==> config.mk <==
export PLATFORM = sky130hd
export DESIGN_NAME = sram_port_arbiter_flat
export DESIGN_NICKNAME = d
export VERILOG_FILES = /design/src/rtl/sram_arb_pkg.sv /design/src/rtl/sram_port_arbiter_if.sv /design/src/rtl/sram_arb_pick.sv /design/src/rtl/sram_port_arbiter.sv /design/src/flat_wrapper.sv
export SDC_FILE = /design/constraint.sdc
export NUM_CORES = 1
export LEC_CHECK = 0
export CELL_PAD_IN_SITES_DETAIL_PLACEMENT = 0
export CELL_PAD_IN_SITES_GLOBAL_PLACEMENT = 1
export CORE_MARGIN = 4
export CORE_UTILIZATION = 29
export CTS_CLUSTER_DIAMETER = 50
export DETAILED_ROUTE_END_ITERATION = 6
export HOLD_SLACK_MARGIN = 0.05
export MAX_ROUTING_LAYER = met4
export PLACE_DENSITY_LB_ADDON = 0.1
export SYNTH_ARGS = -nofsm -noshare
export SYNTH_HDL_FRONTEND = slang
export SYNTH_HIERARCHICAL = 1
export SYNTH_SLANG_ARGS = --single-unit
==> constraint.sdc <==
create_clock -name clk -period 2.64 [get_ports clk]
set_input_delay 0.264 -clock clk [delete_from_list [all_inputs] [get_ports clk]]
set_output_delay 0.264 -clock clk [all_outputs]
set_load 0.02 [all_outputs]
==> src/rtl/sram_arb_pkg.sv <==
// Shared encodings for the sram-like port arbiter: FSM states and grant owner ids.
package sram_arb_pkg;

  typedef enum logic [1:0] {
    IDLE = 2'd0,
    ADDR = 2'd1,
    DATA = 2'd2
  } arb_state_e;

  typedef enum logic {
    OWN_INST = 1'b0,
    OWN_DATA = 1'b1
  } arb_owner_e;

endpackage

==> src/rtl/sram_port_arbiter_if.sv <==
// One sram-like port: request fields from the master, handshake and read data from the slave.
interface sram_port_arbiter_if #(
  parameter int unsigned ADDR_W = 32,
  parameter int unsigned DATA_W = 32
);
  logic                  req;
  logic                  wr;
  logic [DATA_W/8-1:0]   wstrb;
  logic [ADDR_W-1:0]     addr;
  logic [DATA_W-1:0]     wdata;
  logic                  addr_ok;
  logic                  data_ok;
  logic [DATA_W-1:0]     rdata;

  modport master (
    output req, wr, wstrb, addr, wdata,
    input  addr_ok, data_ok, rdata
  );

  modport slave (
    input  req, wr, wstrb, addr, wdata,
    output addr_ok, data_ok, rdata
  );
endinterface

==> src/rtl/sram_arb_pick.sv <==
// Combinational winner select between fetch and load/store requesters.
// ARB_ROUND_ROBIN_EN: ties go to the requester that did not win last time.
module sram_arb_pick
  import sram_arb_pkg::*;
(
  input  logic       inst_req,
  input  logic       data_req,
`ifdef ARB_ROUND_ROBIN_EN
  input  arb_owner_e last_owner,
`endif
  output logic       grant,
  output arb_owner_e winner
);

  always_comb begin
    grant  = inst_req | data_req;
    winner = OWN_DATA;
    if (inst_req && !data_req) begin
      winner = OWN_INST;
    end
`ifdef ARB_ROUND_ROBIN_EN
    else if (inst_req && data_req && (last_owner == OWN_DATA)) begin
      winner = OWN_INST;
    end
`endif
  end

endmodule

==> src/rtl/sram_port_arbiter.sv <==
// Shares one downstream sram-like port between the fetch and load/store requesters,
// one transaction in flight. ARB_ROUND_ROBIN_EN selects round-robin tie breaking.
module sram_port_arbiter
  import sram_arb_pkg::*;
#(
  parameter int unsigned ADDR_W = 32,
  parameter int unsigned DATA_W = 32
) (
  input  logic                 clk,
  input  logic                 rst,
  sram_port_arbiter_if.slave   inst,
  sram_port_arbiter_if.slave   data,
  sram_port_arbiter_if.master  mem
);

  arb_state_e           state_q, state_d;
  arb_owner_e           owner_q, owner_d;
  logic                 wr_q, wr_d;
  logic [DATA_W/8-1:0]  wstrb_q, wstrb_d;
  logic [ADDR_W-1:0]    addr_q, addr_d;
  logic [DATA_W-1:0]    wdata_q, wdata_d;
  logic [DATA_W-1:0]    inst_rdata_q, inst_rdata_d;
  logic [DATA_W-1:0]    data_rdata_q, data_rdata_d;
  logic                 inst_data_ok_q, inst_data_ok_d;
  logic                 data_data_ok_q, data_data_ok_d;
  logic                 inst_addr_ok;
  logic                 data_addr_ok;
  logic                 pick_grant;
  arb_owner_e           pick_winner;

`ifdef ARB_ROUND_ROBIN_EN
  arb_owner_e           last_owner_q, last_owner_d;

  sram_arb_pick u_pick (
    .inst_req   (inst.req),
    .data_req   (data.req),
    .last_owner (last_owner_q),
    .grant      (pick_grant),
    .winner     (pick_winner)
  );
`else
  sram_arb_pick u_pick (
    .inst_req   (inst.req),
    .data_req   (data.req),
    .grant      (pick_grant),
    .winner     (pick_winner)
  );
`endif

  always_comb begin
    state_d        = state_q;
    owner_d        = owner_q;
    wr_d           = wr_q;
    wstrb_d        = wstrb_q;
    addr_d         = addr_q;
    wdata_d        = wdata_q;
    inst_rdata_d   = inst_rdata_q;
    data_rdata_d   = data_rdata_q;
    inst_data_ok_d = 1'b0;
    data_data_ok_d = 1'b0;
    inst_addr_ok   = 1'b0;
    data_addr_ok   = 1'b0;
`ifdef ARB_ROUND_ROBIN_EN
    last_owner_d   = last_owner_q;
`endif

    unique case (state_q)
      IDLE: begin
        // No acceptance while rst is high: the latches would be cleared, not loaded.
        if (pick_grant && !rst) begin
          owner_d = pick_winner;
          state_d = ADDR;
`ifdef ARB_ROUND_ROBIN_EN
          last_owner_d = pick_winner;
`endif
          if (pick_winner == OWN_DATA) begin
            data_addr_ok = 1'b1;
            wr_d         = data.wr;
            wstrb_d      = data.wstrb;
            addr_d       = data.addr;
            wdata_d      = data.wdata;
          end else begin
            inst_addr_ok = 1'b1;
            wr_d         = 1'b0;
            wstrb_d      = '0;
            addr_d       = inst.addr;
            wdata_d      = '0;
          end
        end
      end
      ADDR: begin
        if (mem.addr_ok) begin
          state_d = DATA;
        end
      end
      DATA: begin
        if (mem.data_ok) begin
          state_d = IDLE;
          if (owner_q == OWN_INST) begin
            inst_rdata_d   = mem.rdata;
            inst_data_ok_d = 1'b1;
          end else begin
            data_data_ok_d = 1'b1;
            if (!wr_q) begin
              data_rdata_d = mem.rdata;
            end
          end
        end
      end
      default: state_d = IDLE;
    endcase
  end

  always_ff @(posedge clk) begin
    if (rst) begin
      state_q        <= IDLE;
      owner_q        <= OWN_INST;
      wr_q           <= 1'b0;
      wstrb_q        <= '0;
      addr_q         <= '0;
      wdata_q        <= '0;
      inst_rdata_q   <= '0;
      data_rdata_q   <= '0;
      inst_data_ok_q <= 1'b0;
      data_data_ok_q <= 1'b0;
`ifdef ARB_ROUND_ROBIN_EN
      last_owner_q   <= OWN_INST;
`endif
    end else begin
      state_q        <= state_d;
      owner_q        <= owner_d;
      wr_q           <= wr_d;
      wstrb_q        <= wstrb_d;
      addr_q         <= addr_d;
      wdata_q        <= wdata_d;
      inst_rdata_q   <= inst_rdata_d;
      data_rdata_q   <= data_rdata_d;
      inst_data_ok_q <= inst_data_ok_d;
      data_data_ok_q <= data_data_ok_d;
`ifdef ARB_ROUND_ROBIN_EN
      last_owner_q   <= last_owner_d;
`endif
    end
  end

  assign inst.addr_ok = inst_addr_ok;
  assign inst.data_ok = inst_data_ok_q;
  assign inst.rdata   = inst_rdata_q;
  assign data.addr_ok = data_addr_ok;
  assign data.data_ok = data_data_ok_q;
  assign data.rdata   = data_rdata_q;

  assign mem.req   = (state_q == ADDR);
  assign mem.wr    = wr_q;
  assign mem.wstrb = wstrb_q;
  assign mem.addr  = addr_q;
  assign mem.wdata = wdata_q;

endmodule

==> src/flat_wrapper.sv <==
// flat-port wrapper written by rule: the top's interface ports become plain ports
module sram_port_arbiter_flat import sram_arb_pkg::*;
#(
  parameter int unsigned ADDR_W = 32,
  parameter int unsigned DATA_W = 32
)
  (clk, rst, inst_req, inst_wr, inst_wstrb, inst_addr, inst_wdata, inst_addr_ok, inst_data_ok, inst_rdata, data_req, data_wr, data_wstrb, data_addr, data_wdata, data_addr_ok, data_data_ok, data_rdata, mem_req, mem_wr, mem_wstrb, mem_addr, mem_wdata, mem_addr_ok, mem_data_ok, mem_rdata);
  sram_port_arbiter_if #(.ADDR_W(ADDR_W), .DATA_W(DATA_W)) inst_i ();
  sram_port_arbiter_if #(.ADDR_W(ADDR_W), .DATA_W(DATA_W)) data_i ();
  sram_port_arbiter_if #(.ADDR_W(ADDR_W), .DATA_W(DATA_W)) mem_i ();
  input  logic clk;
  input  logic rst;
  input wire logic [$bits(inst_i.req)-1:0] inst_req;
  input wire logic [$bits(inst_i.wr)-1:0] inst_wr;
  input wire logic [$bits(inst_i.wstrb)-1:0] inst_wstrb;
  input wire logic [$bits(inst_i.addr)-1:0] inst_addr;
  input wire logic [$bits(inst_i.wdata)-1:0] inst_wdata;
  output wire logic [$bits(inst_i.addr_ok)-1:0] inst_addr_ok;
  output wire logic [$bits(inst_i.data_ok)-1:0] inst_data_ok;
  output wire logic [$bits(inst_i.rdata)-1:0] inst_rdata;
  input wire logic [$bits(data_i.req)-1:0] data_req;
  input wire logic [$bits(data_i.wr)-1:0] data_wr;
  input wire logic [$bits(data_i.wstrb)-1:0] data_wstrb;
  input wire logic [$bits(data_i.addr)-1:0] data_addr;
  input wire logic [$bits(data_i.wdata)-1:0] data_wdata;
  output wire logic [$bits(data_i.addr_ok)-1:0] data_addr_ok;
  output wire logic [$bits(data_i.data_ok)-1:0] data_data_ok;
  output wire logic [$bits(data_i.rdata)-1:0] data_rdata;
  output wire logic [$bits(mem_i.req)-1:0] mem_req;
  output wire logic [$bits(mem_i.wr)-1:0] mem_wr;
  output wire logic [$bits(mem_i.wstrb)-1:0] mem_wstrb;
  output wire logic [$bits(mem_i.addr)-1:0] mem_addr;
  output wire logic [$bits(mem_i.wdata)-1:0] mem_wdata;
  input wire logic [$bits(mem_i.addr_ok)-1:0] mem_addr_ok;
  input wire logic [$bits(mem_i.data_ok)-1:0] mem_data_ok;
  input wire logic [$bits(mem_i.rdata)-1:0] mem_rdata;
  assign inst_i.req = inst_req;
  assign inst_i.wr = inst_wr;
  assign inst_i.wstrb = inst_wstrb;
  assign inst_i.addr = inst_addr;
  assign inst_i.wdata = inst_wdata;
  assign inst_addr_ok = inst_i.addr_ok;
  assign inst_data_ok = inst_i.data_ok;
  assign inst_rdata = inst_i.rdata;
  assign data_i.req = data_req;
  assign data_i.wr = data_wr;
  assign data_i.wstrb = data_wstrb;
  assign data_i.addr = data_addr;
  assign data_i.wdata = data_wdata;
  assign data_addr_ok = data_i.addr_ok;
  assign data_data_ok = data_i.data_ok;
  assign data_rdata = data_i.rdata;
  assign mem_req = mem_i.req;
  assign mem_wr = mem_i.wr;
  assign mem_wstrb = mem_i.wstrb;
  assign mem_addr = mem_i.addr;
  assign mem_wdata = mem_i.wdata;
  assign mem_i.addr_ok = mem_addr_ok;
  assign mem_i.data_ok = mem_data_ok;
  assign mem_i.rdata = mem_rdata;
  sram_port_arbiter #(.ADDR_W(ADDR_W), .DATA_W(DATA_W)) u_core (.clk(clk), .rst(rst), .inst(inst_i), .data(data_i), .mem(mem_i));
endmodule
==> summary.txt <==
Floorplanning
  • Core Area: 18640 sq um
  • Chip width: 145.5 um
  • Die Area: 21170 sq um
  • I/O pin cnt: 314
  • Chip height: about 150 um
  • Num rows: 50
  • Initial Util: 29.41%

Global route
  • Largest net degree at the start of global routing: roughly 130
  • GRT Overall Usage: between 10% and 20%
  • Vias in the first global route: around 5200
  • Initial antenna violation count: 1
  • First-pass GRT wire length: around 28000 um
  • Grt total ovfl: 0

Clocking
  • H-tree depth: 4
  • Setup repair bufs after CTS: 0
  • CTS tree: yes
  • Clk slew on worst S/H paths: about 0.050 ns
  • Hold_buf cts: 0
  • Root Buffer: clkbuf_16
  • Total CTS buffers: 17
  • Clk sink count: 138
  • Worst-Skew Late Latency: between 0.4 and 0.5 ns
  • Max Buffers Root-to-Sink: 2
  • Post-cts resize count: 0

Timing
  • # setup viols final: 0
  • Slew Viols, Final: 0
  • Max Clock Freq: between 400 and 500 MHz
  • Least-Margin Pin Slew: 1.140 ns
  • Max-slew headroom: between 20% and 30%
  • Final hold violation count: 0
  • Max Clock Skew: just under 0.009 ns
  • Final Cycle Share: approximately 92%
  • RSZ-0062 raised after global routing: false
  • Min Clock Period, post-route: around 2.4 ns
  • Setup_tns: 0 ns

Routing
  • DRT iter0 DRCs: 199
  • DRC: 0
  • DR pass1 iterations: 4
  • Final wirelength: between 15000 and 20000 um
  • Vias/cell: 4.618
  • Routed WL per cell: between 15 and 20 um
  • Total number of vias: 5121
  • Routed Antenna Nets: 0

Synth
  • Mapped Cells: 611
  • Post-Syn Nets: 787
  • Mean Syn Cell Area: around 9.0 sq um
  • Yosys top cell by area: dfxtp_1
  • Commonest cells post-synth: dfxtp_1 (138), nand2_1 (103), a21oi_1 (70)
  • Synth warn: 6
  • Post-synthesis async set-or-reset flop share: 0%
  • Area contributors post-synth: dfxtp_1 (50%), mux2i_1 (12%), nand2b_1 (7.4%)
  • Number of synthesized flops with an enable pin: 0
  • Prevailing post-synth register cell: dfxtp_1
  • Distinct cells, synth: 24
  • FF+latch count, synth: ~140
  • Top-area cell type share of the netlist area: 50.39%
  • Seq/Total Area, Yosys: 50.39%
  • Synth Cell Area: 5483 sq um
  • Most common cell in the netlist: dfxtp_1

Finish
  • Finished Core Util: between 40 and 50%
  • Nets: a little over 1000
  • Area Growth Syn to Fin: 64.17%
  • Share of cells above drive strength 1: under 10%

Worst setup path
  • Slowest-stage cell, CP: clkdlybuf4s50_1
  • Crit end category: output port
  • CP max FO: 2
  • Critical Path AT: roughly 2.2 ns
  • Crit-path most repeated cell: clkdlybuf4s50_1
  • RR Startpoint: u_core/state_q[1]
  • Worst path max stage delay: 0.66 ns
  • R2R Setup Slk: 0.64 ns
  • Critical Path, Cell by Cell: clkdlybuf4s50_1 > or2_1 > or4b_4 > nor2_1 > clkdlybuf4s50_1
  • Startpoint Class: input pin
  • Setup crit start: inst_req
  • CP Data Required Time: 2.38 ns
  • WS Path Type: input pin to output port

Placed design
  • Final HPWL DP: around 12000 um
  • GPL Wtd Cong: between 0.7 and 0.8
  • IO buf count: roughly 280

Run status
  • Status: finished, final reports clean

Min path
  • Worst hold path type: input pin to register
  • Min-delay src: rst

Power and ir drop
  • Peak VDD IR: approximately 0.42 mV
  • Tot Pwr: between 5 and 6 mW
  • Pwr Density: ~600 nW/um^2
  • Leakage power: between 3 and 4 nW

Flow run
  • Max-cap violations: 0
-- cell type report --
class | count | area (sq um)
diodes | 1 | 2.502
inverters | 1 | 3.754
flip-flops and latches | 138 | 2763
clock inverters | 10 | 113.9
multi-input cells | 419 | 2486
clock buffers | 22 | 494.2
repair buffers | 284 | 2845
well taps | 234 | 292.8
fillers | 1777 | 9642
-- flip-flops by register name (all words and copies together) (netlist names) --
register             count
u_core/data.data_ok      1
u_core/mem.wdata        32
u_core/inst.data_ok      1
u_core/inst.rdata       32
u_core/owner_q           1
u_core/state_q           2
u_core/mem.addr         32
u_core/data.rdata       32
u_core/mem.wr            1
u_core/mem.wstrb         4
-- through the flow --
| stage | setup WS, ns | hold slack [ns] | cells | area (sq um) |
|---|---|---|---|---|
| floorplan | 0.9477 | 0.4000 | 611 | 5483 |
| global placement | 0.1851 | 0.4378 | 1076 | 8391 |
| detailed placement | 0.2037 | 0.4461 | 1076 | 8391 |
| CTS | 0.1916 | 0.1984 | 1108 | 8999 |
| global route | 0.1319 | 0.2437 | 1109 | 9001 |
| finish | 0.2133 | 0.2237 | 1109 | 9001 |
-- power breakdown --
part	switching, mW	total (mW)	internal [mW]	leakage (nW)
logic	0.433	0.908	0.475	1.83
registers	0.0579	2.24	2.18	1.12
clock network	0.904	2.42	1.51	0.291
-- final timing paths --
path / depth (start not counted) / endpoint
max: 5 / inst_addr_ok
min: 4 / u_core/owner_q
max reg2reg: 3 / u_core/inst.rdata[21]
min reg2reg: 2 / u_core/mem.wstrb[0]
-- routing by layer --
metal  vias up  routed length, um  track usage, %
met1      2363               7451           18.49
met3        19               1355           6.011
li1       2564                  -               -
met2       175               8720           28.18
met4         0                262           5.745
met5         -                  0               -
-- cell usage in the layout, fill, tap and decap left out, types with 2 or more instances in the layout --
cell type	instances
clkdlybuf4s50_1	275
dfxtp_1	138
nand2_1	103
a21oi_1	70
mux2i_1	64
nand2b_1	64
nor2_1	38
nand3_1	37
a211oi_1	32
clkbuf_16	17
buf_4	7
clkbuf_8	5
clkinvlp_4	4
clkinv_2	3
bufinv_16	2
buf_12	2
-- cell families after synthesis --
logic type / count (synthesis) / share of synthesized area, %
multiplexers: 64 / 11.68
AO/OA/AOI/OAI: 104 / 11.05
flip-flops: 138 / 50.39
buffers and inverters: 54 / 4.861
AND/OR/NAND/NOR: 251 / 22.02
-- critical path, delay by kind of cell --
kind	cells	cell delay, ns
buffers and inverters	2	1.20
AND/OR/NAND/NOR	3	0.71
Power figures use the tool's default switching activity.
